`config.mk`:
```
export PLATFORM = sky130hd
export DESIGN_NAME = pmu_sleep_ctrl
export DESIGN_NICKNAME = d
export VERILOG_FILES = /design/src/rtl/pmu_sleep_ctrl.sv
export SDC_FILE = /design/constraint.sdc
export NUM_CORES = 1
export LEC_CHECK = 0
export CAP_MARGIN = 20
export CORE_MARGIN = 5
export CORE_UTILIZATION = 55
export DETAILED_ROUTE_END_ITERATION = 7
export PLACE_DENSITY_LB_ADDON = 0.2
export SLEW_MARGIN = 20
export SYNTH_ARGS = -nofsm -noshare
export SYNTH_HDL_FRONTEND = slang
export SYNTH_SLANG_ARGS = --single-unit
```
`constraint.sdc`:
```
create_clock -name clk -period 5.1 [get_ports clk]
set_input_delay 0.765 -clock clk [delete_from_list [all_inputs] [get_ports clk]]
set_output_delay 0.765 -clock clk [all_outputs]
set_load 0.02 [all_outputs]
```
`src/rtl/pmu_sleep_ctrl.sv`:
```
// rtl/pmu_sleep_ctrl.sv - HF clock sleep/wake sequencer on the always-on clock.
// One shared down-counter times WARM, DRAIN and OFF; wake requests use fixed priority, bit 0 first.
module pmu_sleep_ctrl #(
  parameter int STARTUP_CYCLES = 8,
  parameter int DRAIN_CYCLES   = 4,
  parameter int MIN_OFF_CYCLES = 2
) (
  input  logic       clk,
  input  logic       rst,
  input  logic       sleep_req,
  input  logic [3:0] wake_req,
  output logic       clkhf_powerup,
  output logic       clkhf_enable,
  output logic       cpu_stall,
  output logic       hf_ready,
  output logic [3:0] wake_grant,
  output logic [1:0] wake_cause,
  output logic [7:0] sleep_count,
  output logic [2:0] state_o
);

  localparam logic [2:0] S_BOOT  = 3'd0;
  localparam logic [2:0] S_WARM  = 3'd1;
  localparam logic [2:0] S_RUN   = 3'd2;
  localparam logic [2:0] S_DRAIN = 3'd3;
  localparam logic [2:0] S_GATE  = 3'd4;
  localparam logic [2:0] S_OFF   = 3'd5;

  localparam logic [7:0] L_WARM  = 8'(STARTUP_CYCLES - 1);
  localparam logic [7:0] L_DRAIN = 8'(DRAIN_CYCLES - 1);
  localparam logic [7:0] L_OFF   = 8'(MIN_OFF_CYCLES - 1);

  logic [2:0] r_state;
  logic [2:0] w_state_nxt;
  logic [7:0] r_cnt;
  logic [1:0] r_winner;
  logic       r_wake_pend;
  logic [3:0] r_wake_grant;
  logic [1:0] r_wake_cause;
  logic [7:0] r_sleep_count;
  logic       w_any_wake;
  logic       w_cnt_zero;
  logic [1:0] w_win;

  assign w_any_wake = |wake_req;
  assign w_cnt_zero = (r_cnt == 8'd0);

  always_comb begin
    w_win = 2'd0;
    if (wake_req[0])      w_win = 2'd0;
    else if (wake_req[1]) w_win = 2'd1;
    else if (wake_req[2]) w_win = 2'd2;
    else if (wake_req[3]) w_win = 2'd3;
  end

  always_ff @(posedge clk or posedge rst) begin
    if (rst) r_state <= S_BOOT;
    else     r_state <= w_state_nxt;
  end

  always_comb begin
    w_state_nxt = r_state;
    case (r_state)
      S_BOOT:  w_state_nxt = S_WARM;
      S_WARM:  if (w_cnt_zero) w_state_nxt = S_RUN;
      S_RUN:   if (sleep_req && !w_any_wake) w_state_nxt = S_DRAIN;
      // a wake during drain cancels the sleep before the clock is gated
      S_DRAIN: begin
        if (w_any_wake)      w_state_nxt = S_RUN;
        else if (w_cnt_zero) w_state_nxt = S_GATE;
      end
      S_GATE:  w_state_nxt = S_OFF;
      S_OFF:   if (w_cnt_zero && w_any_wake) w_state_nxt = S_WARM;
      default: w_state_nxt = S_BOOT;
    endcase
  end

  always_comb begin
    clkhf_powerup = 1'b0;
    clkhf_enable  = 1'b0;
    cpu_stall     = 1'b1;
    hf_ready      = 1'b0;
    case (r_state)
      S_WARM:  clkhf_powerup = 1'b1;
      S_RUN: begin
        clkhf_powerup = 1'b1;
        clkhf_enable  = 1'b1;
        cpu_stall     = 1'b0;
        hf_ready      = 1'b1;
      end
      S_DRAIN: begin
        clkhf_powerup = 1'b1;
        clkhf_enable  = 1'b1;
      end
      S_GATE:  clkhf_powerup = 1'b1;
      default: ;
    endcase
  end

  always_ff @(posedge clk or posedge rst) begin
    if (rst) begin
      r_cnt         <= 8'd0;
      r_winner      <= 2'd0;
      r_wake_pend   <= 1'b0;
      r_wake_grant  <= 4'd0;
      r_wake_cause  <= 2'd0;
      r_sleep_count <= 8'd0;
    end else begin
      r_wake_grant <= 4'd0;

      if (w_state_nxt != r_state && w_state_nxt == S_WARM)       r_cnt <= L_WARM;
      else if (w_state_nxt != r_state && w_state_nxt == S_DRAIN) r_cnt <= L_DRAIN;
      else if (w_state_nxt != r_state && w_state_nxt == S_OFF)   r_cnt <= L_OFF;
      else if (!w_cnt_zero)                                      r_cnt <= r_cnt - 8'd1;

      if (r_state == S_BOOT) r_wake_pend <= 1'b0;

      // the winner is captured when leaving OFF and reported once the clock is settled
      if (r_state == S_OFF && w_state_nxt == S_WARM) begin
        r_winner    <= w_win;
        r_wake_pend <= 1'b1;
      end

      if (r_state == S_WARM && w_state_nxt == S_RUN && r_wake_pend) begin
        r_wake_grant <= 4'b0001 << r_winner;
        r_wake_cause <= r_winner;
        r_wake_pend  <= 1'b0;
      end

      if (r_state == S_DRAIN && w_state_nxt == S_RUN) begin
        r_wake_grant <= 4'b0001 << w_win;
        r_wake_cause <= w_win;
      end

      if (r_state == S_DRAIN && w_state_nxt == S_GATE && r_sleep_count != 8'hFF)
        r_sleep_count <= r_sleep_count + 8'd1;
    end
  end

  assign wake_grant  = r_wake_grant;
  assign wake_cause  = r_wake_cause;
  assign sleep_count = r_sleep_count;
  assign state_o     = r_state;

endmodule

```
==> results of run 1 <==
-- registers in the layout (all words and copies together), names as in the netlist --
signal,cells
wake_grant,4
r_wake_pend,1
r_winner,2
state_o,3
sleep_count,8
r_cnt,8
wake_cause,2
-- final cells by class --
cell class | instances | area, um^2
Clock buffer | 3 | 22.52
Clock inverter | 1 | 30.03
Fill cell | 209 | 845.8
Inverter | 8 | 30.03
Multi-Input combinational cell | 115 | 795.8
Sequential cell | 28 | 700.7
Tap cell | 31 | 38.79
Timing Repair Buffer | 27 | 270.3
-- cell usage after synthesis, types with 2 or more instances --
cell type  count  area share
a2111oi_0      2       0.011
a21oi_1        3      0.0097
a31oi_1        4       0.016
a32oi_1        2       0.011
buf_2          2      0.0064
dfrtp_1       28        0.45
ha_1           3       0.024
inv_1          8       0.019
mux2_2         3       0.022
nand2_1       12       0.029
nand2b_1       2      0.0080
nand3_1        7       0.023
nand4_1        3       0.012
nor2_1        17       0.041
nor2b_1        6       0.024
nor3_1         3      0.0097
nor3b_1        2      0.0097
nor4_1         3       0.012
nor4_4         2       0.027
o21ai_0        5       0.016
or2_2          2      0.0080
or3_1          2      0.0080
or4_1          2      0.0097
xnor2_1        5       0.028
xor2_1         8       0.045
-- metrics by stage --
| step | utilization | instance area, um^2 | cells | power (mW) |
|---|---|---|---|---|
| 2_1_floorplan | - | 1555 | 156 | 0.2354 |
| 3_3_place_gp | 0.6714 | 1836 | 209 | 0.2452 |
| 3_5_place_dp | 0.6714 | 1836 | 209 | 0.2456 |
| 4_1_cts | 0.6906 | 1888 | 213 | 0.3914 |
| 5_1_grt | 0.6906 | 1888 | 213 | 0.4058 |
| 6_report | 0.6906 | 1888 | 213 | 0.3905 |
-- cells by family (layout without fill, tap and decap cells) --
kind of cell / Yosys count / count (layout) / synth area share
flip-flops: 28 / 28 / 0.4505
XOR/XNOR: 13 / 13 / 0.07321
AND/OR/NAND/NOR: 70 / 70 / 0.2647
AO/OA/AOI/OAI: 26 / 26 / 0.1279
adder cells (fa/ha/maj): 3 / 3 / 0.02414
multiplexers: 3 / 3 / 0.02172
buffers and inverters: 13 / 39 / 0.03781
-- power by group through the flow --
stage               combinational [mW]  clock, mW  sequential, mW
floorplan                      0.00849          0           0.227
global placement                0.0180          0           0.227
detailed placement              0.0183          0           0.227
CTS                             0.0184      0.150           0.223
global route                    0.0203      0.162           0.223
finish                          0.0181      0.149           0.223
-- path summary, 6_finish.rpt --
kind,from,end,slack (ns),depth (start not counted)
hold / removal,sleep_count[7]$_DFFE_PP0P_,sleep_count[7]$_DFFE_PP0P_,0.51,1
setup / recovery,state_o[1]$_DFF_PP0_,hf_ready,2.15,3
hold reg to reg,sleep_count[7]$_DFFE_PP0P_,sleep_count[7]$_DFFE_PP0P_,0.51,1
max in group asynchronous,rst,r_cnt[1]$_DFFE_PP0P_,3.91,2
setup reg to reg,r_cnt[0]$_DFFE_PP0P_,r_cnt[6]$_DFFE_PP0P_,2.75,6
min in group asynchronous,rst,sleep_count[5]$_DFFE_PP0P_,0.79,2
-- worst max-delay path: cells and delay by family, from the launching register on --
family / cells / cell delay (ns)
buffers and inverters: 1 / 0.66
and+or+nand+nor: 2 / 0.59
DFF: 1 / 0.60
-- metal layers --
metal  vias to the layer above  routed length (um)
met2                        39                1702
li1                        612                   -
met4                         0                  47
met1                       629                1498
met5                         -                   0
met3                         5                 176
==> results by group, run 1 <==
Global route
  • Grt ovf: 0
  • GRT Util Overall: 0.1865
  • Met2 Use GR: 0.3000
  • Antenna violations before repair: 0
  • Global route hottest layer: met2
  • Vias in the first global route: roughly 1,300
  • First-pass GRT wire length: slightly above 6000 um
  • Pin count of the biggest net entering global routing: 29
  • M1 GR Usage: 0.2514
  • Routing usage on met3: 0.03908

CTS
  • Clk_lat worst skew: roughly 0.34 ns
  • Clock Path Buffers: 2
  • # resized after CTS: 0
  • Root buf cell: clkbuf_4
  • Clock Pin Slew Worst Setup and Hold Paths: 0.16 ns
  • CTS Sinks: 28
  • Setup bufs post-CTS: 0
  • Hold-fix buffers at CTS: 0
  • H-tree depth: 1
  • CTS tree: done
  • CTS Buf Count: 3

Logic synthesis
  • Sequential share of the synthesized area: 0.4505
  • Yosys cell types: 45
  • Net Count, Synth: about 170
  • Mapped Area: approximately 1600 um^2
  • Number of flops mapped to enable cells by yosys: 0
  • Yosys reg bits: 28
  • Prevailing post-synth register cell: dfrtp_1
  • Async SR Flop Fraction: 1.000
  • Warnings from Yosys: 0
  • Synth Area per Inst: ~10 um^2
  • Syn Inst Count: 156

Power and ir drop
  • Part of the power in combinational logic: 0.046
  • Net Sw Power: approximately 0.081 mW
  • Switch share: 0.2080
  • Leak pwr: ~0.81 nW
  • Worst-case vdd ir drop: 0.1703 mV
  • Internal power: between 0.3 and 0.4 mW
  • Clock group share of total power: 0.382
  • PwrDens: 206.8 nW/um^2
  • Reg power frac: 0.571

Timing
  • Final setup viols: 0
  • Final Hold Vio Count: 0
  • Min Tclk post-route: 2.951 ns
  • Final hold slack: 0.5130 ns
  • Setup TNS: 0 ns
  • Max-slew violations: 0
  • Max Clock Freq: 338.8 MHz
  • Worst slew pin tran: around 0.68 ns
  • Final WS setup: roughly 2.1 ns
  • RSZ-0062 raised after global routing: false
  • Clock Skew: roughly 0.015 ns
  • Final Cycle Share: 0.5787
  • Slew margin rel.: 0.5427

Worst setup path
  • CP max FO: 14
  • Nature of the critical path endpoint: output port
  • Critical path data arrival time: 2.19 ns
  • CP peak stage delay: 0.66 ns
  • Startpoint Class: register
  • Crit path kind: reg2out
  • Most used cell, CP: nor2b_1
  • CP max stage cell: clkdlybuf4s50_1
  • CP Cell Sequence: nor2b_1 -> nor2b_1 -> clkdlybuf4s50_1
  • CP required: around 4.3 ns

Status
  • Outcome: finished clean

Floorplan
  • Die area: ~4000 um^2
  • IO Count: 28
  • Row count: 19
  • Core area: about 2700 um^2
  • DIE WIDTH: 63.18 um
  • Starting density of the core: 0.5689
  • Die height: around 63 um

Worst hold path
  • Min-delay worst type: reg2reg

Routing
  • # DRC: 0
  • Wirelength per Cell: between 15 and 20 um
  • DR iter-0 viols: 86
  • First-pass DRT Iterations: 4
  • Routed WL: roughly 3400 um
  • Via count: approximately 1,300
  • Routed Antenna Nets: 0
  • Vias/cell: roughly 6.0

Placement
  • Port Buffer Count: 27
  • Post-DP HPWL: roughly 2500 um
  • Worst slack, placed: about 2.4 ns
  • RD Place Congestion: ~0.84

Finish
  • Antenna diodes: 0
  • Most frequent cells in the layout: 28 x dfrtp_1, 27 x clkdlybuf4s50_1, 17 x nor2_1
  • Commonest non-fill, non-tap cell in the layout: dfrtp_1
  • Final #Nets: a little under 200
  • Share of layout cells above drive strength 1: 0.08791
  • Layout area overhead: 21.40%

Flow run
  • Max-cap violations: 0
(Power assumes the default switching activity.)
==> run 2, diff against run 1 <==
--- a/config.mk
+++ b/config.mk
@@ -7,7 +7,7 @@
 export LEC_CHECK = 0
 export CAP_MARGIN = 20
 export CORE_MARGIN = 5
-export CORE_UTILIZATION = 55
+export CORE_UTILIZATION = 52
 export DETAILED_ROUTE_END_ITERATION = 7
 export PLACE_DENSITY_LB_ADDON = 0.2
 export SLEW_MARGIN = 20
==> constraint.sdc (replaced) <==
create_clock -name clk -period 2.8 [get_ports clk]
set_input_delay 0.42 -clock clk [delete_from_list [all_inputs] [get_ports clk]]
set_output_delay 0.42 -clock clk [all_outputs]
set_load 0.02 [all_outputs]
==> run 2 against run 1 <==
  * Non-clock buffer count up 4
  * Die area grew 4.9%
  * Via count rose by 3.3%
  * First-iteration DRC count is 35% lower
  * Power up 83%
  * Core utilization fell by 0.69 points
  * Cell count increased by 1.9%
  * Critical path depth unchanged
  * Wire length grew 5.3%
  * Critical endpoint unchanged
  * Register-to-register slack worse by 2.3 ns
==> results by group, run 2 (synthesis gave the netlist of run 1 again) <==
Placement
  • Worst slack, placed: 0.4773 ns (-1.955 ns)
  • Port Buffer Count: 27 (unchanged)
  • Post-DP HPWL: 2625 um (+7.1%)
  • RD Place Congestion: 0.8573 (+1.8%)

Worst setup path
  • Nature of the critical path endpoint: output port
  • CP required: 2.38 ns (-1.96 ns)
  • CP max FO: 3 (-11)
  • Startpoint Class: register
  • Critical path data arrival time: 1.92 ns (-0.27 ns)
  • R2r setup slk: 0.50 ns (-2.25 ns)
  • Launch point of the worst path: state_o[1]$_DFF_PP0_
  • R2r startpoint: r_cnt[0]$_DFFE_PP0P_
  • Crit path kind: reg2out

Floorplan
  • Core area: 2805 um^2 (+2.6%)
  • Row count: 19 (unchanged)
  • Starting density of the core: 0.5544 (-0.01446)
  • Die height: 64.69 um (+2.4%)
  • DIE WIDTH: 64.69 um (+2.4%)
  • Die area: 4185 um^2 (+4.9%)
  • IO Count: 28 (unchanged)

Global route
  • Routing usage on met3: 0.02936 (-0.009715)
  • Grt ovf: 0 (unchanged)
  • Pin count of the biggest net entering global routing: 29 (unchanged)
  • Vias in the first global route: 1,327 (+3.2%)
  • First-pass GRT wire length: 6147 um (+0.33%)
  • GRT Util Overall: 0.1856 (-0.0008598)
  • Met2 Use GR: 0.3119 (+0.01186)
  • Antenna violations before repair: 0 (unchanged)
  • Global route hottest layer: met2
  • M1 GR Usage: 0.2459 (-0.005544)

Power and ir drop
  • Total power after layout: 0.7159 mW (+83%)
  • Switch share: 0.2113 (+0.003277)
  • Clock group share of total power: 0.384 (+0.002)
  • PwrDens: 373.3 nW/um^2 (+80%)
  • Reg power frac: 0.566 (-0.005)
  • Worst-case vdd ir drop: 0.3205 mV (+88%)
  • Net Sw Power: 0.1513 mW (+86%)
  • Internal power: 0.5647 mW (+83%)
  • Part of the power in combinational logic: 0.050 (+0.004)
  • Leak pwr: 0.8280 nW (+2.8%)

Routing
  • Via count: 1,328 (+3.3%)
  • Routed WL: 3608 um (+5.3%)
  • # DRC: 0 (unchanged)
  • DR iter-0 viols: 56 (-35%)
  • Vias/cell: 6.120 (+1.4%)
  • Routed Antenna Nets: 0 (unchanged)
  • First-pass DRT Iterations: 4 (unchanged)
  • Wirelength per Cell: 16.63 um (+3.4%)

Timing
  • Max-slew violations: 0 (unchanged)
  • Final setup viols: 0 (unchanged)
  • RSZ-0062 raised after global routing: false
  • Final Hold Vio Count: 0 (unchanged)
  • Final hold slack: 0.4093 ns (-0.1037 ns)
  • Max Clock Freq: about 430 MHz
  • Final Cycle Share: 0.8360
  • Slew margin rel.: 0.6080 (+0.06530)
  • Setup TNS: 0 ns (unchanged)
  • Final WS setup: 0.4593 ns (-1.689 ns)
  • Worst slew pin tran: 0.5819 ns (-0.09899 ns)
  • Min Tclk post-route: about 2.3 ns
  • Clock Skew: 0.01152 ns (-0.003096 ns)

Finish
  • Fill cells: 239 (+14%)
  • Area taken by multi-input logic gates: 795.8 um^2 (unchanged)
  • Most frequent cells in the layout: 28 x dfrtp_1, 27 x clkdlybuf4s50_1, 17 x nor2_1
  • Commonest non-fill, non-tap cell in the layout: dfrtp_1
  • Antenna diodes: 0 (unchanged)
  • Storage cell area: 700.7 um^2 (unchanged)
  • Share of layout cells above drive strength 1: 0.1022 (+0.01424)
  • Final #Nets: 197 (+2.1%)
  • Layout area overhead: 23.33%
  • Final Core Density: 0.6838 (-0.006854)

CTS
  • H-tree depth: 1 (unchanged)
  • CTS Buf Count: 3 (unchanged)
  • Setup bufs post-CTS: 0 (unchanged)
  • CTS tree: done
  • CTS Sinks: 28 (unchanged)
  • Clock Path Buffers: 2 (unchanged)
  • # resized after CTS: 0 (unchanged)
  • Root buf cell: clkbuf_4
  • Clock Pin Slew Worst Setup and Hold Paths: 0.17 ns (about the same)
  • Hold-fix buffers at CTS: 0 (unchanged)
  • Clk_lat worst skew: 0.34 ns (about the same)

Worst hold path
  • Min-delay worst type: in2async

Flow run
  • Max-cap violations: 0 (unchanged)

Status
  • Outcome: finished clean
-- run 2: changes by cell type in the layout (fill, tap and decap cells not counted), sizes merged --
cell  previous run  this run
buf              0         4
-- run 2: worst paths after layout --
path	end	cells after the start
hold reg to reg	sleep_count[6]$_DFFE_PP0P_	1
hold / removal	sleep_count[0]$_DFFE_PP0P_	3
setup / recovery	hf_ready	3
max in group asynchronous	r_wake_pend$_DFFE_PP0P_	3
setup reg to reg	r_cnt[4]$_DFFE_PP0P_	6
min in group clk	sleep_count[6]$_DFFE_PP0P_	1
-- run 2: final cells by class --
type / instances / share of cell area
Clock buffer: 3 / 0.01174
Clock inverter: 1 / 0.01566
Inverter: 8 / 0.01566
Multi-Input combinational cell: 115 / 0.4149
Sequential cell: 28 / 0.3653
Tap cell: 31 / 0.02022
Timing Repair Buffer: 31 / 0.1566
-- run 2: per-stage QoR --
step                      instances  cell area [um^2]
after CTS                       217              1918
after global routing            217              1918
after global placement          213              1866
after detailed placement        213              1866
after floorplan                 156              1555
final                           217              1918
-- run 2: power groups by stage --
stage / logic [mW] / clock network (mW) / registers (mW)
finish: 0.0358 / 0.275 / 0.405
global route: 0.0396 / 0.296 / 0.405
CTS: 0.0361 / 0.275 / 0.405
detailed placement: 0.0361 / 0 / 0.413
global placement: 0.0356 / 0 / 0.413
floorplan: 0.0155 / 0 / 0.413
-- run 2: routing by layer --
layer | wire length (um) | vias to the layer above
met1 | 1557 | 635
met5 | 0 | -
met2 | 1774 | 59
met3 | 229 | 6
met4 | 46 | 0
li1 | - | 628
-- run 2: worst max-delay path, cell delays in order (launching register included) --
cell and delay (ns):
dfrtp_1 0.42, nor2b_1 0.25, nor2b_1 0.27, clkdlybuf4s50_1 0.65
==> run 3, diff against run 2 <==
==> constraint.sdc (replaced) <==
create_clock -name clk -period 2.44 [get_ports clk]
set_input_delay 0.366 -clock clk [delete_from_list [all_inputs] [get_ports clk]]
set_output_delay 0.366 -clock clk [all_outputs]
set_load 0.02 [all_outputs]
==> run 3 against run 2 <==
  * Power up 14%
  * Global-route usage down 0.29 points
  * Via count down 0.68%
  * Highest routed layer unchanged
==> results by group, run 3 (synthesis gave the netlist of run 1 again) <==
Status
  • Outcome: finished clean

CTS
  • H-tree depth: 1 (unchanged)
  • Clk_lat worst skew: 0.33 ns (about the same)
  • CTS tree: done
  • Root buf cell: clkbuf_4
  • Clock Pin Slew Worst Setup and Hold Paths: 0.15 ns (-0.02 ns)
  • Hold-fix buffers at CTS: 0 (unchanged)
  • Clock Path Buffers: 2 (unchanged)
  • CTS Sinks: 28 (unchanged)
  • CTS Buf Count: 3 (unchanged)
  • # resized after CTS: 0 (unchanged)
  • Setup bufs post-CTS: 0 (unchanged)

Timing
  • Slew margin rel.: 0.6730 (+0.06499)
  • Final setup viols: 0 (unchanged)
  • Final Cycle Share: 0.9407
  • RSZ-0062 raised after global routing: false
  • Setup TNS: 0 ns (unchanged)
  • Worst slew pin tran: 0.4782 ns (-0.1037 ns)
  • Min Tclk post-route: about 2.3 ns
  • Final Hold Vio Count: 0 (unchanged)
  • Max-slew violations: 0 (unchanged)
  • Clock Skew: 0.002423 ns (-0.009100 ns)
  • Max Clock Freq: around 440 MHz

Power and ir drop
  • Part of the power in combinational logic: 0.052 (+0.002)
  • Switch share: 0.2025 (-0.008784)
  • Total power after layout: 0.8130 mW (+14%)
  • Net Sw Power: 0.1646 mW (+8.8%)
  • Reg power frac: 0.572 (+0.006)
  • PwrDens: 420.6 nW/um^2 (+13%)
  • Leak pwr: 0.8388 nW (+1.3%)
  • Internal power: 0.6484 mW (+15%)
  • Clock group share of total power: 0.376 (-0.008)
  • Worst-case vdd ir drop: 0.2829 mV (-12%)

Finish
  • Most frequent cells in the layout: 28 x dfrtp_1, 27 x clkdlybuf4s50_1, 17 x nor2_1
  • Final Core Density: 0.6891 (+0.005353)
  • Fill cells: 225 (-5.9%)
  • Final #Nets: 199 (+1.0%)
  • Area taken by multi-input logic gates: 795.8 um^2 (unchanged)
  • Share of layout cells above drive strength 1: 0.1117 (+0.009552)
  • Antenna diodes: 0 (unchanged)
  • Commonest non-fill, non-tap cell in the layout: dfrtp_1
  • Storage cell area: 700.7 um^2 (unchanged)
  • Layout area overhead: 24.30%

Global route
  • First-pass GRT wire length: 6182 um (+0.57%)
  • Vias in the first global route: 1,394 (+5.0%)
  • Grt ovf: 0 (unchanged)
  • Antenna violations before repair: 0 (unchanged)
  • GRT Util Overall: 0.1827 (-0.002940)
  • Pin count of the biggest net entering global routing: 29 (unchanged)

Floorplan
  • Die height: 64.69 um (unchanged)
  • DIE WIDTH: 64.69 um (unchanged)
  • Core area: 2805 um^2 (unchanged)
  • IO Count: 28 (unchanged)
  • Row count: 19 (unchanged)
  • Die area: 4185 um^2 (unchanged)
  • Starting density of the core: 0.5544 (unchanged)

Worst setup path
  • Nature of the critical path endpoint: output port
  • FF-to-FF End: r_cnt[1]$_DFFE_PP0P_
  • R2r setup slk: 0.38 ns (-0.12 ns)
  • Startpoint Class: register
  • Crit path kind: reg2out
  • Worst Reg-to-Reg Cells: 6 (unchanged)
  • Critical path data arrival time: 1.93 ns (about the same)
  • R2r startpoint: r_cnt[0]$_DFFE_PP0P_
  • CP required: 2.07 ns (-0.31 ns)
  • CP max FO: 3 (unchanged)

Routing
  • Routed Antenna Nets: 0 (unchanged)
  • # DRC: 0 (unchanged)
  • DR iter-0 viols: 74 (+32%)
  • Routed WL: 3474 um (-3.7%)
  • First-pass DRT Iterations: 4 (unchanged)
  • Via count: 1,319 (-0.68%)
  • Vias/cell: 6.023 (-1.6%)
  • Wirelength per Cell: 15.86 um (-4.6%)

Flow run
  • Max-cap violations: 0 (unchanged)

Placement
  • Post-DP HPWL: 2654 um (+1.1%)
  • RD Place Congestion: 0.8929 (+4.2%)
  • Port Buffer Count: 27 (unchanged)

Worst hold path
  • Min-delay worst type: in2async
run 3: per-layer routing:
layer  GRT usage  up-vias  share of wire
met4     0.07124        0          0.016
met2      0.3106       45           0.49
li1            -      620              -
met3     0.03109        6          0.052
met5           0        -              0
met1      0.2326      648           0.44
run 3: worst max-delay path: stages (launching register included):
cell and delay [ns]:
dfrtp_1 0.41, nor2b_1 0.26, nor2b_1 0.28, clkdlybuf4s50_1 0.65
run 3: worst max-delay path by stage:
| stage | startpoint | endpoint | slack, ns | cells past startpoint |
|---|---|---|---|---|
| after global placement | wake_req[0] | sleep_count[1]$_DFFE_PP0P_ | 0.32 | 5 |
| after detailed placement | wake_req[0] | sleep_count[1]$_DFFE_PP0P_ | 0.30 | 5 |
| after CTS | state_o[2]$_DFF_PP0_ | hf_ready | 0.12 | 3 |
| after global routing | state_o[2]$_DFF_PP0_ | hf_ready | 0.04 | 3 |
| final | state_o[2]$_DFF_PP0_ | hf_ready | 0.14 | 3 |
| after floorplan | state_o[1]$_DFF_PP0_ | cpu_stall | 0.49 | 3 |
run 3: power groups by stage:
stage / combinational [mW] / sequential [mW] / clock (mW)
floorplan: 0.0178 / 0.474 / 0
global placement: 0.0416 / 0.473 / 0
detailed placement: 0.0425 / 0.473 / 0
CTS: 0.0428 / 0.465 / 0.311
global route: 0.0462 / 0.465 / 0.335
finish: 0.0422 / 0.465 / 0.306
run 3: layout make-up:
cell class / instances / share of cell area
clock buffer: 3 / 0.01165
clock inverter: 1 / 0.01553
inverter: 8 / 0.01553
multi-input combinational: 115 / 0.4117
sequential: 28 / 0.3625
tap: 31 / 0.02006
timing repair buffer: 33 / 0.1631
run 3: stage by stage:
step / hold WS, ns / std cells / setup slack (ns) / cell area (um^2)
after global placement: 0.4830 / 215 / 0.3179 / 1881
after CTS: 0.4019 / 219 / 0.1249 / 1933
final: 0.3860 / 219 / 0.1447 / 1933
after detailed placement: 0.4933 / 215 / 0.2969 / 1881
after floorplan: 0.4314 / 156 / 0.4932 / 1555
after global routing: 0.3998 / 219 / 0.04085 / 1933
